<file path="config.mk">
export PLATFORM = sky130hd
export DESIGN_NAME = block_allocator_flat
export DESIGN_NICKNAME = d
export VERILOG_FILES = /design/src/rtl/block_allocator_if.sv /design/src/rtl/block_allocator.sv /design/src/flat_wrapper.sv
export SDC_FILE = /design/constraint.sdc
export NUM_CORES = 1
export LEC_CHECK = 0
export CAP_MARGIN = 15
export CORE_UTILIZATION = 59
export DETAILED_ROUTE_END_ITERATION = 16
export GPL_TIMING_DRIVEN = 0
export PLACE_DENSITY_LB_ADDON = 0.1
export SLEW_MARGIN = 40
export SYNTH_ARGS = -nofsm -noshare
export SYNTH_HDL_FRONTEND = slang
export SYNTH_SLANG_ARGS = --single-unit
</file>
<file path="constraint.sdc">
create_clock -name clk -period 12.1 [get_ports clk]
set_input_delay 2.42 -clock clk [delete_from_list [all_inputs] [get_ports clk]]
set_output_delay 2.42 -clock clk [all_outputs]
set_load 0.1 [all_outputs]
</file>
<file path="src/rtl/block_allocator_if.sv">
// Request/response bundle between buffer producers and block_allocator.
// Producers drive the master modport; the allocator takes the slave modport.
interface block_allocator_if #(
  parameter int NUM_BLOCKS       = 32,
  parameter int NUM_BLOCKS_WIDTH = $clog2(NUM_BLOCKS)
);
  logic                        alloc_en;
  logic [NUM_BLOCKS_WIDTH:0]   request_size;
  logic                        free_en;
  logic [NUM_BLOCKS_WIDTH-1:0] free_addr;
  logic [NUM_BLOCKS_WIDTH:0]   free_size;
  logic [NUM_BLOCKS_WIDTH-1:0] o_addr;
  logic                        o_valid;
  logic                        o_err;
  logic                        o_busy;
  logic                        o_free_err;
  logic [NUM_BLOCKS_WIDTH:0]   o_free_count;

  modport master (
    output alloc_en, request_size, free_en, free_addr, free_size,
    input  o_addr, o_valid, o_err, o_busy, o_free_err, o_free_count
  );

  modport slave (
    input  alloc_en, request_size, free_en, free_addr, free_size,
    output o_addr, o_valid, o_err, o_busy, o_free_err, o_free_count
  );
endinterface

</file>
<file path="src/rtl/block_allocator.sv">
// First-fit contiguous block allocator over an occupancy bitmap; ALLOCATOR_FREE_CHECK_EN rejects frees touching free blocks.
// Latency: grant/err one cycle after the scan edge of the last block examined (1..NUM_BLOCKS cycles); frees land next edge.
// Backpressure: alloc_en ignored while o_busy; frees accepted every cycle, no stall.
module block_allocator #(
  parameter int NUM_BLOCKS       = 32,
  parameter int NUM_BLOCKS_WIDTH = $clog2(NUM_BLOCKS)
) (
  input logic              clk,
  input logic              rst,
  block_allocator_if.slave bus
);
  localparam int W  = NUM_BLOCKS_WIDTH;
  localparam int W1 = NUM_BLOCKS_WIDTH + 1;
  localparam int W2 = NUM_BLOCKS_WIDTH + 2;

  typedef enum logic {IDLE, SCAN} state_t;

  state_t                state, state_n;
  logic [NUM_BLOCKS-1:0] bitmap, bitmap_n;
  logic [W-1:0]          idx, idx_n;
  logic [W:0]            run, run_n;
  logic [W:0]            size, size_n;
  logic [W-1:0]          addr_q, addr_n;
  logic                  valid_q, valid_n;
  logic                  err_q, err_n;
  logic                  free_err_q, free_err_n;
  logic [W:0]            count_q, count_n;

  logic [W2-1:0]         free_end;
  logic [NUM_BLOCKS-1:0] free_mask;
  logic [NUM_BLOCKS-1:0] alloc_mask;
  logic                  free_ok;
  logic [W:0]            run_inc;
  logic [W-1:0]          start;
  logic [W:0]            used;

  // Range end is computed two bits wide of the address so it cannot wrap.
  always_comb begin
    free_end  = W2'(bus.free_addr) + W2'(bus.free_size);
    free_mask = '0;
    for (int i = 0; i < NUM_BLOCKS; i++) begin
      free_mask[i] = (W2'(i) >= W2'(bus.free_addr)) && (W2'(i) < free_end);
    end
    free_ok = bus.free_en && (bus.free_size != '0) && (free_end <= W2'(NUM_BLOCKS));
`ifdef ALLOCATOR_FREE_CHECK_EN
    if ((free_mask & ~bitmap) != '0) begin
      free_ok = 1'b0;
    end
`endif
    free_err_n = bus.free_en && !free_ok;
  end

  always_comb begin
    state_n    = state;
    idx_n      = idx;
    run_n      = run;
    size_n     = size;
    addr_n     = addr_q;
    valid_n    = 1'b0;
    err_n      = 1'b0;
    alloc_mask = '0;
    run_inc    = run + W1'(1);
    start      = idx + W'(1) - size[W-1:0];
    case (state)
      IDLE: begin
        if (bus.alloc_en) begin
          if ((bus.request_size != '0) && (bus.request_size <= W1'(NUM_BLOCKS))) begin
            size_n  = bus.request_size;
            run_n   = '0;
            idx_n   = '0;
            state_n = SCAN;
          end else begin
            err_n = 1'b1;
          end
        end
      end
      SCAN: begin
        if (!bitmap[idx] && (run_inc == size)) begin
          for (int i = 0; i < NUM_BLOCKS; i++) begin
            alloc_mask[i] = (W'(i) >= start) && (W'(i) <= idx);
          end
          addr_n  = start;
          valid_n = 1'b1;
          state_n = IDLE;
        end else if (idx == W'(NUM_BLOCKS - 1)) begin
          err_n   = 1'b1;
          state_n = IDLE;
        end else begin
          run_n = bitmap[idx] ? '0 : run_inc;
          idx_n = idx + W'(1);
        end
      end
      default: state_n = IDLE;
    endcase
  end

  // Free clears first so a same-edge commit over the same bits keeps them used.
  always_comb begin
    bitmap_n = (bitmap & ~(free_ok ? free_mask : '0)) | alloc_mask;
    used     = '0;
    for (int i = 0; i < NUM_BLOCKS; i++) begin
      used = used + W1'(bitmap_n[i]);
    end
    count_n = W1'(NUM_BLOCKS) - used;
  end

  always_ff @(posedge clk) begin
    if (rst) begin
      state      <= IDLE;
      bitmap     <= '0;
      idx        <= '0;
      run        <= '0;
      size       <= '0;
      addr_q     <= '0;
      valid_q    <= 1'b0;
      err_q      <= 1'b0;
      free_err_q <= 1'b0;
      count_q    <= W1'(NUM_BLOCKS);
    end else begin
      state      <= state_n;
      bitmap     <= bitmap_n;
      idx        <= idx_n;
      run        <= run_n;
      size       <= size_n;
      addr_q     <= addr_n;
      valid_q    <= valid_n;
      err_q      <= err_n;
      free_err_q <= free_err_n;
      count_q    <= count_n;
    end
  end

  assign bus.o_addr       = addr_q;
  assign bus.o_valid      = valid_q;
  assign bus.o_err        = err_q;
  assign bus.o_busy       = (state == SCAN);
  assign bus.o_free_err   = free_err_q;
  assign bus.o_free_count = count_q;
endmodule

</file>
<file path="src/flat_wrapper.sv">
// flat-port wrapper written by rule: the top's interface ports become plain ports
module block_allocator_flat 
#(
  parameter int NUM_BLOCKS       = 32,
  parameter int NUM_BLOCKS_WIDTH = $clog2(NUM_BLOCKS)
)
  (clk, rst, bus_alloc_en, bus_request_size, bus_free_en, bus_free_addr, bus_free_size, bus_o_addr, bus_o_valid, bus_o_err, bus_o_busy, bus_o_free_err, bus_o_free_count);
  block_allocator_if #(.NUM_BLOCKS(NUM_BLOCKS), .NUM_BLOCKS_WIDTH(NUM_BLOCKS_WIDTH)) bus_i ();
  input logic clk;
  input logic rst;
  input wire logic [$bits(bus_i.alloc_en)-1:0] bus_alloc_en;
  input wire logic [$bits(bus_i.request_size)-1:0] bus_request_size;
  input wire logic [$bits(bus_i.free_en)-1:0] bus_free_en;
  input wire logic [$bits(bus_i.free_addr)-1:0] bus_free_addr;
  input wire logic [$bits(bus_i.free_size)-1:0] bus_free_size;
  output wire logic [$bits(bus_i.o_addr)-1:0] bus_o_addr;
  output wire logic [$bits(bus_i.o_valid)-1:0] bus_o_valid;
  output wire logic [$bits(bus_i.o_err)-1:0] bus_o_err;
  output wire logic [$bits(bus_i.o_busy)-1:0] bus_o_busy;
  output wire logic [$bits(bus_i.o_free_err)-1:0] bus_o_free_err;
  output wire logic [$bits(bus_i.o_free_count)-1:0] bus_o_free_count;
  assign bus_i.alloc_en = bus_alloc_en;
  assign bus_i.request_size = bus_request_size;
  assign bus_i.free_en = bus_free_en;
  assign bus_i.free_addr = bus_free_addr;
  assign bus_i.free_size = bus_free_size;
  assign bus_o_addr = bus_i.o_addr;
  assign bus_o_valid = bus_i.o_valid;
  assign bus_o_err = bus_i.o_err;
  assign bus_o_busy = bus_i.o_busy;
  assign bus_o_free_err = bus_i.o_free_err;
  assign bus_o_free_count = bus_i.o_free_count;
  block_allocator #(.NUM_BLOCKS(NUM_BLOCKS), .NUM_BLOCKS_WIDTH(NUM_BLOCKS_WIDTH)) u_core (.clk(clk), .rst(rst), .bus(bus_i));
endmodule
</file>
Yosys cells after proc, flatten, opt, wreduce, memory -nomap -nowiden
Index checks and enable logic that the tools add are counted.

Register bits: 64. Input bits: 21. Output and inout bits: 15. Word-level logic and storage cells: 289.

$add $sub $neg: 36. $lt $le $gt $ge: 130. Eq/ne operators: 6. Muxes and demuxes: 27. Bitwise gates (word level): 4. Reduce and logical (&&, ||, !) cells: 76.

Operators by type and width (number): $add 6x1->6 (30); $ge 5x5->1 const A (31); $lt 5x7->1 const A (16); $mux 32 (3); $ge 4x5->1 const A (16); $le 5x5->1 const A (16); $logic_and 1x1->1 (68); $lt 4x7->1 const A (8); $ge 3x5->1 const A (8); $le 4x5->1 const A (8); $and 32x32->32 (1); $not 32->32 (1); $or 32x32->32 (1); $mux 6 (5); $lt 3x7->1 const A (4); $ge 1x5->1 const A (4); $ge 2x5->1 const A (4); $le 3x5->1 const A (4); $mux 5 (4); $lt 1x7->1 const A (2); $lt 2x7->1 const A (2); $pmux 6 s2 (1); $reduce_bool 6->1 (2); $le 1x5->1 const A (2); 24 further kinds (38).

Logic depth before layout (Yosys ltp)
Gate-level depths: netlist (run 1).

Depth in word-level cells: 39. Gate-level depth with buffers: 32.

Least setup slack after synthesis (run 1)
No wires, ideal clock.

Kind: input to register. Start point: input bus_free_addr[1]. End point: register u_core.count_q[4], in the netlist u_core.bus.o_free_count[4]. Setup time: 0.128 ns. Arrival: 9.149 ns. Data required time: 11.972 ns. Slack: 2.823 ns. Stages: 27. Buffers on the path: 2. Cell sequence: clkbuf_1 inv_1 fa_1 nand2b_1 a21oi_2 xnor2_1 o311ai_2 buf_4 nand3_1 o21ai_1 nand2_1 fa_1 inv_1 ha_1 fa_1 inv_1 fa_1 inv_1 fa_1 fa_1 fa_1 fa_1 ha_1 inv_1 fa_1 xor2_1 nor2_1.

Elaborated cells on any way between the ends: 133.

RTL lines: start: declaration (line flat_wrapper.sv:14) `input wire logic [$bits(bus_i.free_addr)-1:0] bus_free_addr;`; $add 5x6->7 (line block_allocator.sv:39) `free_end = W2'(bus.free_addr) + W2'(bus.free_size);`; $lt 3x7->1 or $le 7x6->1 (tied branches) (line block_allocator.sv:42, block_allocator.sv:44); $logic_and 1x1->1 (on tied branches) (line block_allocator.sv:42, block_allocator.sv:44); $mux 32 * (line block_allocator.sv:99) `bitmap_n = (bitmap & ~(free_ok ? free_mask : '0)) | alloc_mask;`; $not 32->32 * (line block_allocator.sv:99); $and 32x32->32 * (line block_allocator.sv:99); $or 32x32->32 * (line block_allocator.sv:99); named net u_core.bitmap_n[5] (line block_allocator.sv:19) `logic [NUM_BLOCKS-1:0] bitmap, bitmap_n;`; $add 6x1->6 * (27 in a row) (line block_allocator.sv:102) `used = used + W1'(bitmap_n[i]);`; $sub 6x6->6 * (line block_allocator.sv:104) `count_n = W1'(NUM_BLOCKS) - used;`; end signal: assignment (line block_allocator.sv:118) `count_q <= W1'(NUM_BLOCKS);`; end signal: assignment (line block_allocator.sv:129) `count_q <= count_n;`; end: declaration (line block_allocator.sv:27) `logic [W:0] count_q, count_n;`.

Mark *: on every way through the listed nets, which the timed path passes. The rest lies on a longest branch. A chain may end at the register's enable or synchronous reset.

Final worst setup path (run 1)
Start point: input bus_free_addr[1]. End point: register u_core.count_q[4], in the netlist u_core.bus.o_free_count[4].

Elaborated cells on any way between the ends: 133.

RTL lines (line): $add 5x6->7 (block_allocator.sv:39); $lt 3x7->1 or $le 7x6->1 (tied branches) (block_allocator.sv:42, block_allocator.sv:44); $logic_and 1x1->1 (on tied branches) (block_allocator.sv:42, block_allocator.sv:44); $mux 32 * (block_allocator.sv:99); $not 32->32 * (block_allocator.sv:99); $and 32x32->32 * (block_allocator.sv:99); $or 32x32->32 * (block_allocator.sv:99); named net u_core.bitmap_n[4] (block_allocator.sv:19); $add 6x1->6 * (28 in a row) (block_allocator.sv:102); $sub 6x6->6 * (block_allocator.sv:104).

Marks and branches as above.

==> flow_summary_export.csv, run 1 <==
group,metric,value,unit
grt,grt_overflow,0,
clock_network,cts_setup_buffers,0,
layout,stdcell_count,846,
drt,highest_layer,"met4",
run_status,outcome,"finished, final reports clean",
floorplanning,num_rows,35,
sta,worstMarginPinSlew,737.6,ps
floorplanning,coreArea,9196,um2
sta,max_freq,96.94,MHz
job,maxCapViolations,0,
floorplanning,ios,36,
critical_path,crit_start,"bus_free_addr[1]",
sta,timing.final.crit_share,85.25,%
layout,area_growth,12.24,%
logic_synthesis,ys_ff_latch,64,
sta,drv_slew,0,
sta,rsz0062_at_grt,"false",
clock_network,cts.reportedPaths.clkPinSlew,80,ps
logic_synthesis,yosysWarnings,0,
logic_synthesis,synth_cell_types,65,
critical_path,arrival,10550,ps
sta,setup_slack,1784,ps
clock_network,htree_levels,3,
drt,vias,5357,
drt,wl_met2,8.092,mm
critical_path,worstRegToRegCells,28,
drt,wl_met3,1.286,mm
layout,final_cell_mix,"73 x inv_1, 64 x dfxtp_1, 62 x nor2_1",
grt,grt_pass1_vias,5242,
drt,drc,0,
clock_network,cts_made_buffers,9,
clock_network,insertion_delay,360,ps
power,p_leak,2.614,nW
logic_synthesis,synth.cell_area,5572,um2
clock_network,clockBufferDepth,2,
logic_synthesis,synth.net_count,776,
sta,max_slew_margin,50.47,%
drt,wire_per_inst,20.46,um
layout,multi_input_area,3879,um2
drt,drt_pass1_iterations,5,
layout,antennaDiodeCount,0,
placed_design,placed_cells,830,
power,ir_worst_vdd,0.06668,mV
sta,fin_crit,10320,ps
placed_design,gp_congestion,1.026,
critical_path,r2r-start,"u_core.idx[2]",
sta,finalClockSkew,13.44,ps
drt,viasPerCell,6.332,
layout,seq_area,1281,um2
layout,nNetsFinal,822,
floorplanning,die_y,99.18,um
min_path,min_from,"u_core.bus.o_addr[2]",
placed_design,post-place-ws,1469,ps
floorplanning,die_w,99.18,um
clock_network,tritoncts,"yes",
grt,grt_max_degree,13,
layout,drive_gt1_share,8.027,%
drt,dr.first_iter.drc_count,525,
grt,grt_pass1_wl,27.51,mm
critical_path,start_kind,"input port",
layout,fill_cells,791,
logic_synthesis,yosysSeqAreaShare,23.00,%
sta,hold_viol_final,0,
min_path,hold_class,"register to register",
placed_design,hpwl,13.90,mm
placed_design,io_buffers,35,
power,powerDensity,94.99,nW/um2
clock_network,root_buffer,"clkbuf_8",
sta,setup_tns,0,ps
logic_synthesis,synthCells,684,
layout,final_util,68.00,%
clock_network,cts_sinks,64,
floorplanning,start_util,60.59,%
critical_path,cp_max_fo,10,
layout,mostFrequentLayoutCell,"inv_1",
drt,routed_wirelength,17.31,mm
clock_network,postCtsHoldBufs,0,
logic_synthesis,synth_async_sr_flop_share,0,%
critical_path,worst-setup-path-type,"input port to register",
grt,antenna_found_initial,0,
critical_path,worstPathRequired,12330,ps
logic_synthesis,syn_avg_cell_area,8.146,um2
drt,drt-met1-wl,7.293,mm
grt,grt_use_total,36.91,%
critical_path,end_kind,"register",
floorplanning,dieArea,9836,um2
logic_synthesis,synth_edf_count,0,
drt,antenna_left,0,
min_path,worstHoldPathCells,2,
sta,setup_violations,0,
clock_network,cts_resized,0,
logic_synthesis,synth_ff_type,"dfxtp_1",
power by group:
| group | total [mW] | switching, mW | internal [mW] |
|---|---|---|---|
| Clock | 0.241 | 0.0978 | 0.144 |
| Combinational | 0.137 | 0.0953 | 0.0416 |
| Sequential | 0.216 | 0.00288 | 0.213 |
through the flow:
step	area (um2)	power (mW)	hold slack, ps
floorplan	5572	0.3116	458.3
global placement	6061	0.3508	476.9
detailed placement	5986	0.3516	482.4
CTS	6238	0.5880	504.7
global route	6254	0.6115	524.7
finish	6254	0.5940	498.6
cell families after synthesis:
group           synth area share [%]
simple gates                   19.96
compound gates                 21.99
buf+inv                        7.658
fa+ha+maj                      19.45
flops                          23.00
mux                            4.491
xor+xnor                       3.458
path summary, 6_finish.rpt:
check | to | slack, ps
worst max register to register | u_core.bus.o_free_count[4] | 3750
worst max-delay path | u_core.bus.o_free_count[4] | 1780
worst min register to register | u_core.bus.o_addr[2] | 500
worst min-delay path | u_core.bus.o_addr[2] | 500
sequential cells by signal, summed over array words and instances (netlist names):
| signal | cells |
|---|---|
| u_core.bitmap | 32 |
| u_core.bus.o_free_count | 6 |
| u_core.run | 6 |
| u_core.size | 6 |
| u_core.bus.o_addr | 5 |
| u_core.idx | 5 |
| u_core.bus.o_busy | 1 |
| u_core.bus.o_err | 1 |
| u_core.bus.o_free_err | 1 |
| u_core.bus.o_valid | 1 |
per-layer routing:
metal | track usage, % | up-vias
li1 | - | 2513
met1 | 49.09 | 2544
met2 | 60.46 | 260
met3 | 4.779 | 40
met4 | 16.40 | 0
met5 | 0 | -
cell usage after synthesis, drive strengths merged, types with 2 or more instances:
cell type	number	area share, %
or3	2	0.22
ha	45	10
nand2b	14	1.6
o22ai	15	1.7
a22o	9	1.4
a21oi	27	2.8
a221o	3	0.54
a21o	5	0.67
inv	73	4.9
or2	4	0.45
fa	26	9.3
a21boi	3	0.40
clkbuf	18	1.2
o21ai	55	5.0
o311ai	3	0.61
mux2i	25	4.5
a31oi	4	0.56
a211o	6	0.94
a2111o	2	0.40
xnor2	12	1.9
a211oi	8	1.1
nor2b	21	2.4
buf	14	1.5
nor2	63	4.3
o31ai	9	1.2
or4	4	0.54
nand3	18	1.6
o41ai	5	0.79
nand4b	2	0.31
a22oi	4	0.54
a32oi	6	0.94
dfxtp	64	23
nand4	11	1.6
xor2	10	1.6
o211ai	6	0.81
nand2	51	3.4
and4	2	0.31
nor3	9	1.0
and2	7	0.79
and3	4	0.45
a41oi	6	0.94
worst max-delay path, cell delays in order:
cell             delay (ps)
clkdlybuf4s50_1         510
clkbuf_1                360
inv_1                   150
fa_1                    470
xor2_1                  450
nand2_1                 340
o311ai_2                380
nand2b_1                300
o21ai_1                 270
nand2_1                 120
fa_1                    560
inv_1                    50
ha_1                    200
fa_1                    500
inv_1                    60
fa_1                    520
fa_1                    550
fa_1                    430
inv_1                    90
fa_1                    440
fa_1                    550
ha_1                    180
inv_1                    60
fa_1                    370
xor2_1                  160
nor2_1                   50
cell type report:
cell class | count | area share [%]
Buffer | 32 | 2.441
Sequential cell | 64 | 20.49
Inverter | 73 | 4.382
Multi-Input combinational cell | 515 | 62.02
Tap cell | 111 | 2.221
Timing Repair Buffer | 35 | 4.402
Clock inverter | 6 | 1.841
Clock buffer | 10 | 2.201
No activity file was read; power rests on OpenSTA's default activity.
==> inputs of run 2 (changes only) <==
--- a/config.mk
+++ b/config.mk
@@ -6,6 +6,7 @@
 export NUM_CORES = 1
 export LEC_CHECK = 0
 export CAP_MARGIN = 15
+export CORE_MARGIN = 2
 export CORE_UTILIZATION = 59
 export DETAILED_ROUTE_END_ITERATION = 16
 export GPL_TIMING_DRIVEN = 0
==> run 2 against run 1 <==
Effect of this change: sequential share of layout area rose by 0.13 points; cell count fell by 0.12%; critical endpoint unchanged; count of clock-buffer cells in the layout rose by 2; routed wire length rose by 1.7%; sequential cell count did not move; fmax fell by 1.2%; critical path depth fell by 1; sequential power barely moved.
==> flow_summary_export.csv, run 2 (synthesis gave the netlist of run 1 again) <==
group,metric,value,unit
grt,grt_overflow,0,
drt,antenna_left,0,
power,ir_worst_vdd,0.07545,mV
power,internal_power,0.3803,mW
placed_design,io_buffers,35,
clock_network,cts_sinks,64,
layout,antennaDiodeCount,0,
floorplanning,die_y,101.2,um
floorplanning,num_rows,35,
power,p_sw,0.1847,mW
floorplanning,start_util,60.59,%
job,maxCapViolations,0,
layout,drive_gt1_share,7.629,%
floorplanning,dieArea,10240,um2
clock_network,cts_resized,0,
drt,dr.first_iter.drc_count,546,
min_path,hold_class,"register to register",
critical_path,cpMaxStageDelayCell,"fa_1",
power,powerDensity,90.93,nW/um2
sta,finalClockSkew,15.28,ps
critical_path,arrival,10660,ps
layout,final_cell_mix,"73 x inv_1, 64 x dfxtp_1, 62 x nor2_1",
layout,area_growth,11.52,%
drt,drt_pass1_iterations,6,
critical_path,start_kind,"input port",
power,p_leak,2.602,nW
drt,drc,0,
clock_network,htree_levels,3,
grt,grt_pass1_wl,27.65,mm
clock_network,insertion_delay,350,ps
sta,setup_violations,0,
critical_path,worst-setup-path-type,"input port to register",
clock_network,cts_made_buffers,9,
critical_path,end_kind,"register",
grt,grt_max_degree,11,
floorplanning,die_w,101.2,um
power,power_frac_comb,24.3,%
layout,nNetsFinal,822,
clock_network,root_buffer,"clkbuf_8",
drt,vias,5437,
power,power,0.5650,mW
sta,hold_viol_final,0,
clock_network,tritoncts,"yes",
run_status,outcome,"finished, final reports clean",
grt,grt_pass1_vias,5113,
placed_design,hpwl,14.05,mm
placed_design,gp_congestion,1.091,
critical_path,r2r-start,"u_core.idx[2]",
critical_path,worstPathRequired,12310,ps
clock_network,cts.reportedPaths.clkPinSlew,70,ps
layout,mostFrequentLayoutCell,"inv_1",
drt,viasPerCell,6.434,
critical_path,crit_start,"bus_free_addr[1]",
sta,drv_slew,0,
drt,routed_wirelength,17.61,mm
clock_network,cts_setup_buffers,0,
sta,holdWs,493.9,ps
critical_path,slowest_delay,560,ps
power,sw_frac_of_total,32.68,%
sta,max_slew_margin,44.32,%
sta,worstMarginPinSlew,832.4,ps
clock_network,clockBufferDepth,2,
sta,setup_tns,0,ps
grt,antenna_found_initial,0,
layout,final_util,67.56,%
sta,rsz0062_at_grt,"false",
power,clock_power_share,37.5,%
clock_network,postCtsHoldBufs,0,
layout,top_register,"u_core.bitmap",
placed_design,placed_cells,830,
grt,grt_use_total,35.52,%
critical_path,cp_max_fo,10,
sta,fin_crit,10440,ps
layout,stdcell_count,845,
floorplanning,ios,36,
sta,max_freq,95.76,MHz
floorplanning,coreArea,9196,um2
drt,wire_per_inst,20.84,um
power,seq_power_share,38.2,%
critical_path,path_common_cell,"fa_1",
min_path,min_from,"u_core.bus.o_addr[2]",
sta,timing.final.crit_share,86.31,%
layout,largest_register_ffs,32,
[run 2: final cells by class]
cell class                      count  area [um2]
Buffer                             32       152.6
Clock buffer                       12       155.1
Clock inverter                      3       65.06
Fill cell                         786        2983
Inverter                           73       274.0
Multi-Input combinational cell    515        3871
Sequential cell                    64        1281
Tap cell                          111       138.9
Timing Repair Buffer               35       275.3
[run 2: per-stage QoR]
stage	cell area (um2)	worst slack, ps
6_report	6213	1657
5_1_grt	6213	1406
4_1_cts	6206	1710
3_5_place_dp	5986	1340
3_3_place_gp	6061	1546
2_1_floorplan	5572	2823
[run 2: metal layers]
layer  GRT usage [%]  part of all wire, %  wire [um]
met1           49.05                   42       7381
met2           56.70                   46       8162
met3           5.590                  8.3       1454
met4           12.58                  3.5        608
met5               0                    0          0
[run 2: worst paths after layout]
path	cells past startpoint	to	slack, ps
worst min register to register	2	u_core.bus.o_addr[2]	490
worst min-delay path	2	u_core.bus.o_addr[2]	490
worst max register to register	27	u_core.bus.o_free_count[4]	3650
worst max-delay path	25	u_core.bus.o_free_count[4]	1660
[run 2: power groups by stage]
stage / combinational [mW] / sequential [mW] / clock, mW
2_1_floorplan: 0.0846 / 0.227 / 0
3_3_place_gp: 0.131 / 0.221 / 0
3_5_place_dp: 0.131 / 0.221 / 0
4_1_cts: 0.132 / 0.216 / 0.214
5_1_grt: 0.146 / 0.216 / 0.225
6_report: 0.137 / 0.216 / 0.212
[run 2: worst max-delay path, delay by kind of cell]
kind,cells,cell delay [ps]
adders and majority gates,11,4770
xor gates and xnor gates,2,660
and+or+nand+nor,2,370
AOI/OAI and AO/OA,3,1170
buffers and inverters,7,1250
==> inputs of run 3 (changes only) <==
--- a/config.mk
+++ b/config.mk
@@ -11,7 +11,7 @@
 export DETAILED_ROUTE_END_ITERATION = 16
 export GPL_TIMING_DRIVEN = 0
 export PLACE_DENSITY_LB_ADDON = 0.1
-export SLEW_MARGIN = 40
+export SLEW_MARGIN = 20
 export SYNTH_ARGS = -nofsm -noshare
 export SYNTH_HDL_FRONTEND = slang
 export SYNTH_SLANG_ARGS = --single-unit
==> run 3 against run 2 <==
Effect of this change: critical path depth is the same; setup slack improved by 42 ps; routed wire length rose by 0.16%; critical path type unchanged; largest power group unchanged; combinational power is essentially flat; fmax is 0.41% higher; sequential cell count is the same; non-clock buffer count is the same; design area up 1.1%; power up 0.12%; first-iteration DRC count up 4.8%.
==> flow_summary_export.csv, run 3 (synthesis gave the netlist of run 1 again) <==
group,metric,value,unit
run_status,outcome,"finished, final reports clean",
power,power_frac_comb,24.2,%
clock_network,tritoncts,"yes",
clock_network,insertion_delay,350,ps
power,p_leak,2.569,nW
clock_network,postCtsHoldBufs,0,
critical_path,arrival,10620,ps
sta,setup_slack,1699,ps
drt,routed_wirelength,17.64,mm
sta,timing.final.crit_share,85.96,%
drt,drc,0,
sta,fin_crit,10400,ps
grt,grt_use_total,35.81,%
layout,largest_register_ffs,32,
drt,antenna_left,0,
clock_network,clockBufferDepth,2,
drt,wl_met3,1.285,mm
drt,dr.first_iter.drc_count,572,
clock_network,cts_setup_buffers,0,
grt,grt_pass1_wl,27.74,mm
drt,drt-met1-wl,7.466,mm
critical_path,worstRegToRegCells,28,
drt,wl_met2,8.246,mm
critical_path,start_kind,"input port",
clock_network,cts_sinks,64,
power,sw_frac_of_total,32.67,%
layout,nNetsFinal,822,
floorplanning,num_rows,35,
critical_path,worstPathRequired,12320,ps
drt,drt_pass1_iterations,5,
sta,hold_viol_final,0,
clock_network,cts.reportedPaths.clkPinSlew,70,ps
sta,worstMarginPinSlew,973.1,ps
floorplanning,die_y,101.2,um
grt,antenna_found_initial,0,
layout,top_register,"u_core.bitmap",
clock_network,root_buffer,"clkbuf_8",
power,seq_power_share,38.2,%
layout,antennaDiodeCount,0,
power,clock_power_share,37.6,%
critical_path,worst-setup-path-type,"input port to register",
power,power,0.5657,mW
drt,vias,5387,
drt,highest_layer,"met4",
clock_network,cts_made_buffers,9,
critical_path,end_kind,"register",
placed_design,post-place-ws,1292,ps
grt,grt_overflow,0,
critical_path,r2r-end,"u_core.bus.o_free_count[4]",
sta,max_slew_margin,34.92,%
min_path,hold_class,"register to register",
grt,grt_pass1_vias,5263,
power,powerDensity,90.06,nW/um2
clock_network,htree_levels,3,
sta,rsz0062_at_grt,"false",
floorplanning,coreArea,9196,um2
layout,area_growth,12.73,%
layout,final_cell_mix,"73 x inv_1, 64 x dfxtp_1, 62 x nor2_1",
drt,viasPerCell,6.375,
layout,drive_gt1_share,5.450,%
power,p_sw,0.1848,mW
floorplanning,ios,36,
critical_path,cp_max_fo,10,
min_path,worstHoldPathCells,2,
job,maxCapViolations,0,
sta,finalClockSkew,15.23,ps
sta,setup_violations,0,
critical_path,r2r-start,"u_core.idx[2]",
min_path,whs_endpoint,"u_core.bus.o_addr[1]",
min_path,min_from,"u_core.bus.o_addr[1]",
sta,max_freq,96.15,MHz
placed_design,io_buffers,35,
sta,drv_slew,0,
clock_network,cts_resized,0,
power,internal_power,0.3809,mW
floorplanning,die_w,101.2,um
placed_design,hpwl,14.26,mm
layout,mostFrequentLayoutCell,"inv_1",
sta,setup_tns,0,ps
layout,fill_cells,783,
drt,wire_per_inst,20.87,um
critical_path,rrSetupSlack,3670,ps
floorplanning,start_util,60.59,%
placed_design,gp_congestion,1.091,
power,ir_worst_vdd,0.05131,mV
floorplanning,dieArea,10240,um2
grt,grt_max_degree,11,
==> run 3: cell count changes in the layout (fill, tap and decap cells not counted) <==
cell and change:
xnor2_1 +1, buf_2 -15, xnor2_2 -1, clkdlybuf4s50_1 +15
==> run 3: stage by stage <==
step | hold slack, ps | instance area [um2] | std cells | util [%]
finish | 505.9 | 6281 | 845 | 68.30
global route | 541.9 | 6281 | 845 | 68.30
CTS | 507.3 | 6281 | 845 | 68.30
detailed placement | 496.5 | 6061 | 830 | 65.90
global placement | 474.4 | 6061 | 830 | 65.90
floorplan | 458.3 | 5572 | 684 | -
==> run 3: final cells by class <==
class | instances | area (um2) | area share (%)
buffer | 32 | 152.6 | 2.430
clock buffer | 12 | 155.1 | 2.470
clock inverter | 3 | 65.06 | 1.036
inverter | 73 | 274.0 | 4.363
multi-input combinational | 515 | 3864 | 61.51
sequential | 64 | 1281 | 20.40
tap | 111 | 138.9 | 2.211
timing repair buffer | 35 | 350.3 | 5.578
==> run 3: how the worst max path moves through the flow <==
| stage | startpoint | endpoint | cells past startpoint |
|---|---|---|---|
| after CTS | bus_free_addr[1] | u_core.bus.o_free_count[4] | 25 |
| after global placement | bus_free_addr[1] | u_core.bus.o_free_count[4] | 25 |
| final | bus_free_addr[1] | u_core.bus.o_free_count[4] | 25 |
| after floorplan | bus_free_addr[1] | u_core.bus.o_free_count[4] | 27 |
| after global routing | bus_free_addr[1] | u_core.bus.o_free_count[4] | 26 |
| after detailed placement | bus_free_addr[1] | u_core.bus.o_free_count[4] | 25 |
==> run 3: routing by layer <==
| metal | up-vias | global-route usage, % |
|---|---|---|
| li1 | 2511 | - |
| met1 | 2587 | 47.34 |
| met2 | 239 | 57.97 |
| met3 | 50 | 6.073 |
| met4 | 0 | 14.45 |
| met5 | - | 4.327 |
==> run 3: worst max-delay path, cell delays in order <==
cell and delay (ps):
clkdlybuf4s50_1 500, clkbuf_1 350, inv_1 150, fa_1 480, xor2_1 420, nand2_1 300
o311a_4 410, o41ai_1 510, o21ai_1 250, fa_1 480, ha_1 300, inv_1 50
fa_1 480, inv_1 60, fa_1 410, inv_1 90, fa_1 460, fa_1 530
fa_1 540, fa_1 560, ha_1 170, inv_1 60, fa_1 370, xor2_1 210
nor2_1 60
==> run 3: power by group through the flow <==
stage	Sequential (mW)	Combinational (mW)	Clock [mW]
3_3_place_gp	0.221	0.131	0
6_report	0.216	0.137	0.213
4_1_cts	0.216	0.133	0.213
2_1_floorplan	0.227	0.0846	0
3_5_place_dp	0.221	0.132	0
5_1_grt	0.216	0.146	0.224
